$ cat src/rtl/hash_bcd_display.sv
// hash_bcd_display: debounced push button folds student_id into a running
// hash on each accepted press (optionally auto-repeating while held), and a
// sequential double-dabble engine turns the hash into packed BCD digits.
module hash_bcd_display #(
    parameter int ID_WIDTH        = 16,
    parameter int DIGITS          = 5,
    parameter int DEBOUNCE_CYCLES = 16,
    parameter int REPEAT_CYCLES   = 0
) (
    input  logic                  sysclk,
    input  logic                  reset,
    input  logic                  button_in,
    input  logic [ID_WIDTH-1:0]   student_id,
    output logic [4*DIGITS-1:0]   bcd_out,
    output logic                  bcd_valid,
    output logic                  busy,
    output logic [15:0]           press_count
);

    localparam int BCD_W  = 4 * DIGITS;
    localparam int DB_W   = (DEBOUNCE_CYCLES > 2) ? $clog2(DEBOUNCE_CYCLES) : 1;
    localparam int REP_W  = (REPEAT_CYCLES > 2) ? $clog2(REPEAT_CYCLES) : 1;
    localparam int ITER_W = (ID_WIDTH > 2) ? $clog2(ID_WIDTH) : 1;

    localparam logic [DB_W-1:0]   DB_LAST   = DB_W'(DEBOUNCE_CYCLES - 1);
    localparam logic [REP_W-1:0]  REP_LAST  = REP_W'((REPEAT_CYCLES > 0) ? REPEAT_CYCLES - 1 : 0);
    localparam logic [ITER_W-1:0] ITER_LAST = ITER_W'(ID_WIDTH - 1);

    localparam logic [1:0] ST_IDLE  = 2'd0;
    localparam logic [1:0] ST_LOAD  = 2'd1;
    localparam logic [1:0] ST_SHIFT = 2'd2;
    localparam logic [1:0] ST_DONE  = 2'd3;

    logic                sync1_q, sync1_d;
    logic                sync_q, sync_d;
    logic                db_q, db_d;
    logic                db_prev_q, db_prev_d;
    logic [DB_W-1:0]     db_cnt_q, db_cnt_d;
    logic [REP_W-1:0]    rep_cnt_q, rep_cnt_d;
    logic [ID_WIDTH-1:0] hash_q, hash_d;
    logic [15:0]         press_count_q, press_count_d;
    logic                pending_q, pending_d;
    logic [1:0]          state_q, state_d;
    logic [ID_WIDTH-1:0] shift_q, shift_d;
    logic [BCD_W-1:0]    scratch_q, scratch_d;
    logic [ITER_W-1:0]   iter_q, iter_d;
    logic [BCD_W-1:0]    bcd_q, bcd_d;
    logic                bcd_valid_q, bcd_valid_d;

    logic                press_init;
    logic                rep_fire;
    logic                press;
    logic [BCD_W-1:0]    scratch_adj;

    // Double-dabble correction: every digit of 5 or more gets 3 added so the
    // following left shift carries correctly into the next decimal digit.
    function automatic logic [BCD_W-1:0] add3_all(input logic [BCD_W-1:0] s);
        logic [BCD_W-1:0] r;
        r = s;
        for (int i = 0; i < DIGITS; i++) begin
            if (s[4*i +: 4] >= 4'd5) begin
                r[4*i +: 4] = s[4*i +: 4] + 4'd3;
            end
        end
        return r;
    endfunction

    // Two-flop synchroniser on the raw button, then a stable-run debouncer.
    always_comb begin
        sync1_d   = button_in;
        sync_d    = sync1_q;
        db_prev_d = db_q;
        db_d      = db_q;
        db_cnt_d  = '0;
        if (sync_q != db_q) begin
            if (db_cnt_q == DB_LAST) begin
                db_d     = sync_q;
                db_cnt_d = '0;
            end else begin
                db_cnt_d = db_cnt_q + 1'b1;
            end
        end
    end

    // Press events: one pulse after db rises, plus periodic repeats while held.
    always_comb begin
        press_init = db_q & ~db_prev_q;
        rep_fire   = (REPEAT_CYCLES > 0) && db_q && (rep_cnt_q == REP_LAST);
        press      = press_init | rep_fire;
        if ((REPEAT_CYCLES == 0) || !db_q || press) begin
            rep_cnt_d = '0;
        end else begin
            rep_cnt_d = rep_cnt_q + 1'b1;
        end
    end

    // Fold student_id into the hash (h*3 + id, truncated) and count presses.
    always_comb begin
        hash_d        = hash_q;
        press_count_d = press_count_q;
        if (press) begin
            hash_d        = hash_q + {hash_q[ID_WIDTH-2:0], 1'b0} + student_id;
            press_count_d = press_count_q + 16'd1;
        end
    end

    // Converter FSM: snapshot the hash, run ID_WIDTH add-3/shift steps, publish.
    always_comb begin
        state_d     = state_q;
        pending_d   = pending_q;
        shift_d     = shift_q;
        scratch_d   = scratch_q;
        iter_d      = iter_q;
        bcd_d       = bcd_q;
        bcd_valid_d = bcd_valid_q;
        scratch_adj = add3_all(scratch_q);

        if (press && (state_q != ST_IDLE)) begin
            pending_d = 1'b1;
        end

        case (state_q)
            ST_IDLE: begin
                if (press || pending_q) begin
                    state_d   = ST_LOAD;
                    pending_d = 1'b0;
                end
            end
            ST_LOAD: begin
                shift_d   = hash_q;
                scratch_d = '0;
                iter_d    = '0;
                state_d   = ST_SHIFT;
            end
            ST_SHIFT: begin
                scratch_d = (scratch_adj << 1) | {{(BCD_W-1){1'b0}}, shift_q[ID_WIDTH-1]};
                shift_d   = shift_q << 1;
                iter_d    = iter_q + 1'b1;
                if (iter_q == ITER_LAST) begin
                    state_d = ST_DONE;
                end
            end
            ST_DONE: begin
                bcd_d       = scratch_q;
                bcd_valid_d = 1'b1;
                state_d     = ST_IDLE;
            end
            default: begin
                state_d = ST_IDLE;
            end
        endcase
    end

    // All state registers; synchronous reset returns everything to idle zero.
    always_ff @(posedge sysclk) begin
        if (reset) begin
            sync1_q       <= 1'b0;
            sync_q        <= 1'b0;
            db_q          <= 1'b0;
            db_prev_q     <= 1'b0;
            db_cnt_q      <= '0;
            rep_cnt_q     <= '0;
            hash_q        <= '0;
            press_count_q <= '0;
            pending_q     <= 1'b0;
            state_q       <= ST_IDLE;
            shift_q       <= '0;
            scratch_q     <= '0;
            iter_q        <= '0;
            bcd_q         <= '0;
            bcd_valid_q   <= 1'b0;
        end else begin
            sync1_q       <= sync1_d;
            sync_q        <= sync_d;
            db_q          <= db_d;
            db_prev_q     <= db_prev_d;
            db_cnt_q      <= db_cnt_d;
            rep_cnt_q     <= rep_cnt_d;
            hash_q        <= hash_d;
            press_count_q <= press_count_d;
            pending_q     <= pending_d;
            state_q       <= state_d;
            shift_q       <= shift_d;
            scratch_q     <= scratch_d;
            iter_q        <= iter_d;
            bcd_q         <= bcd_d;
            bcd_valid_q   <= bcd_valid_d;
        end
    end

    assign bcd_out     = bcd_q;
    assign bcd_valid   = bcd_valid_q;
    assign busy        = (state_q != ST_IDLE);
    assign press_count = press_count_q;

endmodule

$ cat config.mk
export PLATFORM = sky130hd
export DESIGN_NAME = hash_bcd_display
export DESIGN_NICKNAME = d
export VERILOG_FILES = /design/src/rtl/hash_bcd_display.sv
export SDC_FILE = /design/constraint.sdc
export NUM_CORES = 1
export LEC_CHECK = 0
export ABC_AREA = 1
export CAP_MARGIN = 0
export CELL_PAD_IN_SITES_DETAIL_PLACEMENT = 1
export CELL_PAD_IN_SITES_GLOBAL_PLACEMENT = 2
export CORE_MARGIN = 8
export CORE_UTILIZATION = 36
export DETAILED_ROUTE_END_ITERATION = 8
export DONT_BUFFER_PORTS = 1
export PLACE_DENSITY_LB_ADDON = 0.1
export SYNTH_ARGS = -nofsm -noshare
export SYNTH_HDL_FRONTEND = slang
export SYNTH_SLANG_ARGS = --single-unit
$ cat constraint.sdc
create_clock -name sysclk -period 3.3 [get_ports sysclk]
set_clock_uncertainty 0.1 [all_clocks]
set_input_delay 0.825 -clock sysclk [delete_from_list [all_inputs] [get_ports sysclk]]
set_output_delay 0.825 -clock sysclk [all_outputs]
set_load 0.02 [all_outputs]
# ---- Yosys cells after proc, flatten, opt, wreduce, memory -nomap -nowiden
# Index checks and enable logic that the tools add are counted.
dict set report word_totals {
  register_bits 104
  out_inout_bits 38
  wordCells 63
}
dict set report op_classes {
  add_sub_neg 10
  n_lt_le_gt_ge 5
  eq_ne 8
  mux 14
  bitwise 4
  n_reduce_logical 8
}
# cell n
set ops {}
lappend ops {{20-bit one-hot mux with 2 select lines} 1}
lappend ops {{16-bit adder} 2}
lappend ops {{16-bit one-hot mux with 2 select lines} 1}
lappend ops {{4-bit by 3-bit greater-or-equal comparator with 1-bit output (second input constant)} 5}
lappend ops {{20-bit by 1-bit bitwise OR with 20-bit output} 1}
lappend ops {{16-bit by 1-bit adder with 16-bit output (second input constant)} 1}
lappend ops {{4-bit by 2-bit adder with 4-bit output (second input constant)} 4}
lappend ops {{4-bit two-way mux} 4}
lappend ops {{4-bit by 1-bit adder with 4-bit output (second input constant)} 2}
lappend ops {{4-bit == test (second input constant)} 2}
lappend ops {{2-bit one-hot mux with 4 select lines} 1}
lappend ops {{4-bit one-hot mux with 2 select lines} 1}
lappend ops {{2-bit == test (second input constant)} 2}
lappend ops {{2-bit two-way mux} 2}
lappend ops {{2-bit != test (second input constant)} 2}
lappend ops {{2-bit AND reduction} 2}
lappend ops {{2-bit nonzero test} 2}
lappend ops {{3-bit by 2-bit adder with 3-bit output (second input constant)} 1}
lappend ops {{1-bit two-way mux} 3}
lappend ops {{3-bit two-way mux} 1}
lappend ops {{3-bit OR reduction} 1}
lappend ops {{2-bit by 1-bit == test with 1-bit output (second input constant)} 1}
lappend ops {{2-bit logical NOT} 1}
lappend ops {{1-bit NOT} 2}
lappend ops {{other kinds (4)} 4}

# ---- Longest topological paths before layout
dict set report logic_depth {
  word_depth 6
  ltp_mapped 13
  ltp_nobuf 13
}

# ---- Worst setup path before layout
# No wires, ideal clock.
dict set report synth_path {
  kind {input-to-reg}
  start {in student_id[1]}
  end {reg hash_q[13]}
  setup_ns 0.109
  t_arrival_ns 2.531
  required_time_ns 3.091
  slack_ns 0.560
  path_stages 10
  path_buffers 0
  path_cell_list {fa_1 ha_1 inv_1 fa_1 o21bai_1 nand2_1 nand4_1 nand3_1 nand2_1 inv_1}
}
dict set report synth_between {
  elab_chain_cells 1
}
# element line
set synth_rtl {}
lappend synth_rtl {{start: declaration} 13} ;# input logic [ID_WIDTH-1:0] student_id,
lappend synth_rtl {{16-bit adder} 102} ;# hash_d = hash_q + {hash_q[ID_WIDTH-2:0], 1'b0} + student_id;
lappend synth_rtl {{end signal: assignment} 179} ;# hash_q <= hash_d;
lappend synth_rtl {{end: declaration} 40} ;# logic [ID_WIDTH-1:0] hash_q, hash_d;
# Every way passes these cells.
# A chain may end at the register's enable or synchronous reset.

# ---- Worst setup path in the final report
dict set report layout_path {
  start {in student_id[1]}
  end {reg hash_q[9]}
}
# Same word-level chain as after synthesis.

==> flow_summary.toml <==
[run_status]
status = "finished clean"

[power]
ir_drop_uv = 251
pwr-share-comb = 0.186
internal_power_uw = 1960
p_clk_frac = 0.353
p_seq_frac = 0.461
p_switching_uw = 1030
swShare = 0.346
leakagePower_uw = 0.00279
powerDensity_nw_per_um2 = 481

[floorplanning]
core_area_sq_um = 15700
die_h_um = 142
pin_count = 57
rows = 46
die_area_sq_um = 20200
initial_core_util = 0.364
die_w_um = 142

[cells_and_area]
final_util = 0.396
layout-drive-gt1-share = 0.0442
layout_common_cells = "nand2_1, inv_1, dfxtp_1, a21oi_1, o21ai_0"
area_growth_pct = 8.71
finalNonFillerCells = 1008
final_common_cell = "nand2_1"
finalNetCount = 853
diodes = 0
final_area_sq_um = 6210

[timing]
worstMarginPinSlew_ns = 0.800
fin_crit_ns = 2.65
timing.final.crit_share = 0.802
setup_viol = 0
rsz0062_at_grt = "no"
slew_headroom = 0.466
setup_ws_ns = 0.653
timing.setup.tns_ns = 0
hold_viol = 0
slew_violations = 0
fmax_mhz = 378

[min_path]
min-delay-start = "sync1_q$_SDFF_PP0_"
min_path_type = "flip-flop to flip-flop"
hold_path_end = "sync_q$_SDFF_PP0_"
hold_depth = 2

[global_routing]
globalRoute.totalOverflow = 0
grt_max_degree = 49
grt_antenna_before_repair = 0
grt_pass1_wl_um = 24400
grt_pass1_vias = 5035
gr-usage-all-layers = 0.149

[critical_path]
startpoint_type = "primary input"
max_stage_delay_ns = 0.53
critical_path.reg2reg.startpoint = "hash_q[0]$_SDFFE_PP0P_"
cp_data_required_time_ns = 3.45
path_cells = "fa_1 > ha_1 > inv_1 > fa_1 > o21bai_1 > nand2_1 > nand4_1 > nand3_1 > nand2_1 > inv_1"
path_buf_inv = 2
rr_endpoint = "hash_q[9]$_SDFFE_PP0P_"
cpLargestDelayFamily = "adder cells"
slowest_stage = "fa_1"
cp.arrival_ns = 2.80
cp-end-kind = "flip-flop"
crit_type = "primary input to flip-flop"
cp_max_fo = 3
r2r_setup_slack_ns = 0.76
reg2regPathDepth = 10

[placed_design]
place_ws_ns = 0.271
dp_hpwl_um = 10900
dpl_cell_area_sq_um = 5920
port_buffers = 0
gp_congestion = 0.822
placedCellCount = 992

[detailed_routing]
vias = 4852
first_pass_iters = 4
postRouteAntennaNets = 0
wl_per_cell_um = 14.3
vias_per_cell = 4.81
wirelength_um = 14400
drc = 0
drt-initial-drc-count = 242

[cts]
root_buffer = "clkbuf_16"
cts.htree.levels = 3
post_cts_buffers = 0
clock_sinks = 104
path_clk_slew_ns = 0.08
tritoncts.num_buffers = 9
cts_resized = 0
clk-insertion-delay-late_ns = 0.35
hold_buffers = 0
clock_path_buffers = 2
cts_tree = "yes"

[synthesis]
yosysUniqueCellTypes = 36
synth_compound_area_frac = 0.149
synthFlopType = "dfxtp_1"
synth-edff-count = 0
synth.area.mux_share = 0
yosysSeqAreaShare = 0.364
synth_top_family_by_area = "simple AND/OR/NAND/NOR gates"
synth_fa_ha_area_frac = 0.123
syn_area_sq_um = 5720
avgSynthCellArea_sq_um = 7.18
ys_ff_latch = 104
synthXorXnorAreaFrac = 0.0245
synth_cells = 796
yosys_warnings = 0
syn_nets = 862
synthArstFlopShare = 0
synth-simple-area-share = 0.230

[flow_run]
cap_violations = 0
-- power by group through the flow --
stage,registers (uW),clock network (uW),logic (uW)
floorplan,1400,0,421
global placement,1410,0,568
detailed placement,1410,0,580
CTS,1380,1110,578
global route,1390,1160,631
finish,1380,1060,557
-- sequential cells by signal, indices dropped and copies added, names as in the netlist --
| name | flops |
|---|---|
| bcd_out | 20 |
| scratch_q | 20 |
| hash_q | 16 |
| press_count | 16 |
| shift_q | 16 |
| db_cnt_q | 4 |
| iter_q | 4 |
| state_q | 2 |
| bcd_valid | 1 |
| db_prev_d | 1 |
| db_prev_q | 1 |
| pending_q | 1 |
| sync1_q | 1 |
| sync_q | 1 |
-- routing by layer --
layer | global-route usage | part of all wire | wire, um | vias up
met5 | 0 | 0 | 0 | -
met4 | 0.0396 | 0.0082 | 118 | 0
met3 | 0.0346 | 0.029 | 420 | 9
met2 | 0.265 | 0.49 | 7020 | 35
met1 | 0.177 | 0.47 | 6810 | 2295
li1 | - | - | - | 2513
-- per-stage QoR --
step	hold slack (ns)	total power [uW]
after global routing	0.323	3180
after detailed placement	0.299	1990
final	0.307	2990
after CTS	0.311	3060
after global placement	0.290	1970
after floorplan	0.288	1820
-- worst reg2reg max path, stage by stage (launching register included) --
cell,delay [ns]
dfxtp_1,0.37
fa_1,0.53
ha_1,0.21
inv_1,0.07
fa_1,0.43
o21bai_1,0.31
nand2_1,0.13
nand4_1,0.09
nand3_1,0.09
nand2_1,0.09
inv_1,0.04
-- logic make-up (layout without fill, tap and decap cells) --
group           after synthesis  after routing
simple gates                302            302
buf+inv                     166            162
compound gates              161            161
flops                       104            104
fa+ha+maj                    47             47
xor+xnor                     16             16
-- area by class of cell --
type,count,area (sq um)
flip-flops and latches,104,2080
fillers,1984,9500
well taps,216,270
repair buffers,5,37.5
clock inverters,7,66.3
clock buffers,9,225
multi-input cells,526,3000
inverters,141,529
-- worst max-delay path by stage --
stage | start | end | slack, ns | depth (start not counted)
detailed placement | student_id[1] | hash_q[9]$_SDFFE_PP0P_ | 0.27 | 10
floorplan | student_id[1] | hash_q[13]$_SDFFE_PP0P_ | 0.56 | 10
global route | student_id[1] | hash_q[9]$_SDFFE_PP0P_ | 0.57 | 10
global placement | student_id[1] | hash_q[13]$_SDFFE_PP0P_ | 0.37 | 10
finish | student_id[1] | hash_q[9]$_SDFFE_PP0P_ | 0.65 | 10
CTS | student_id[1] | hash_q[9]$_SDFFE_PP0P_ | 0.65 | 10
-- synthesized netlist by cell type, types with 8 or more instances --
cell type	instances	area, sq um
nand4_1	8	50.1
nor3_1	10	50.1
a21oi_1	84	420
nor2_1	55	206
fa_1	15	300
inv_1	138	518
o21ai_0	59	295
nand3_1	45	225
xor2_1	13	114
dfxtp_1	104	2080
ha_1	32	400
clkbuf_1	16	60.1
nand2_1	171	642
No activity file was read; power rests on OpenSTA's default activity.
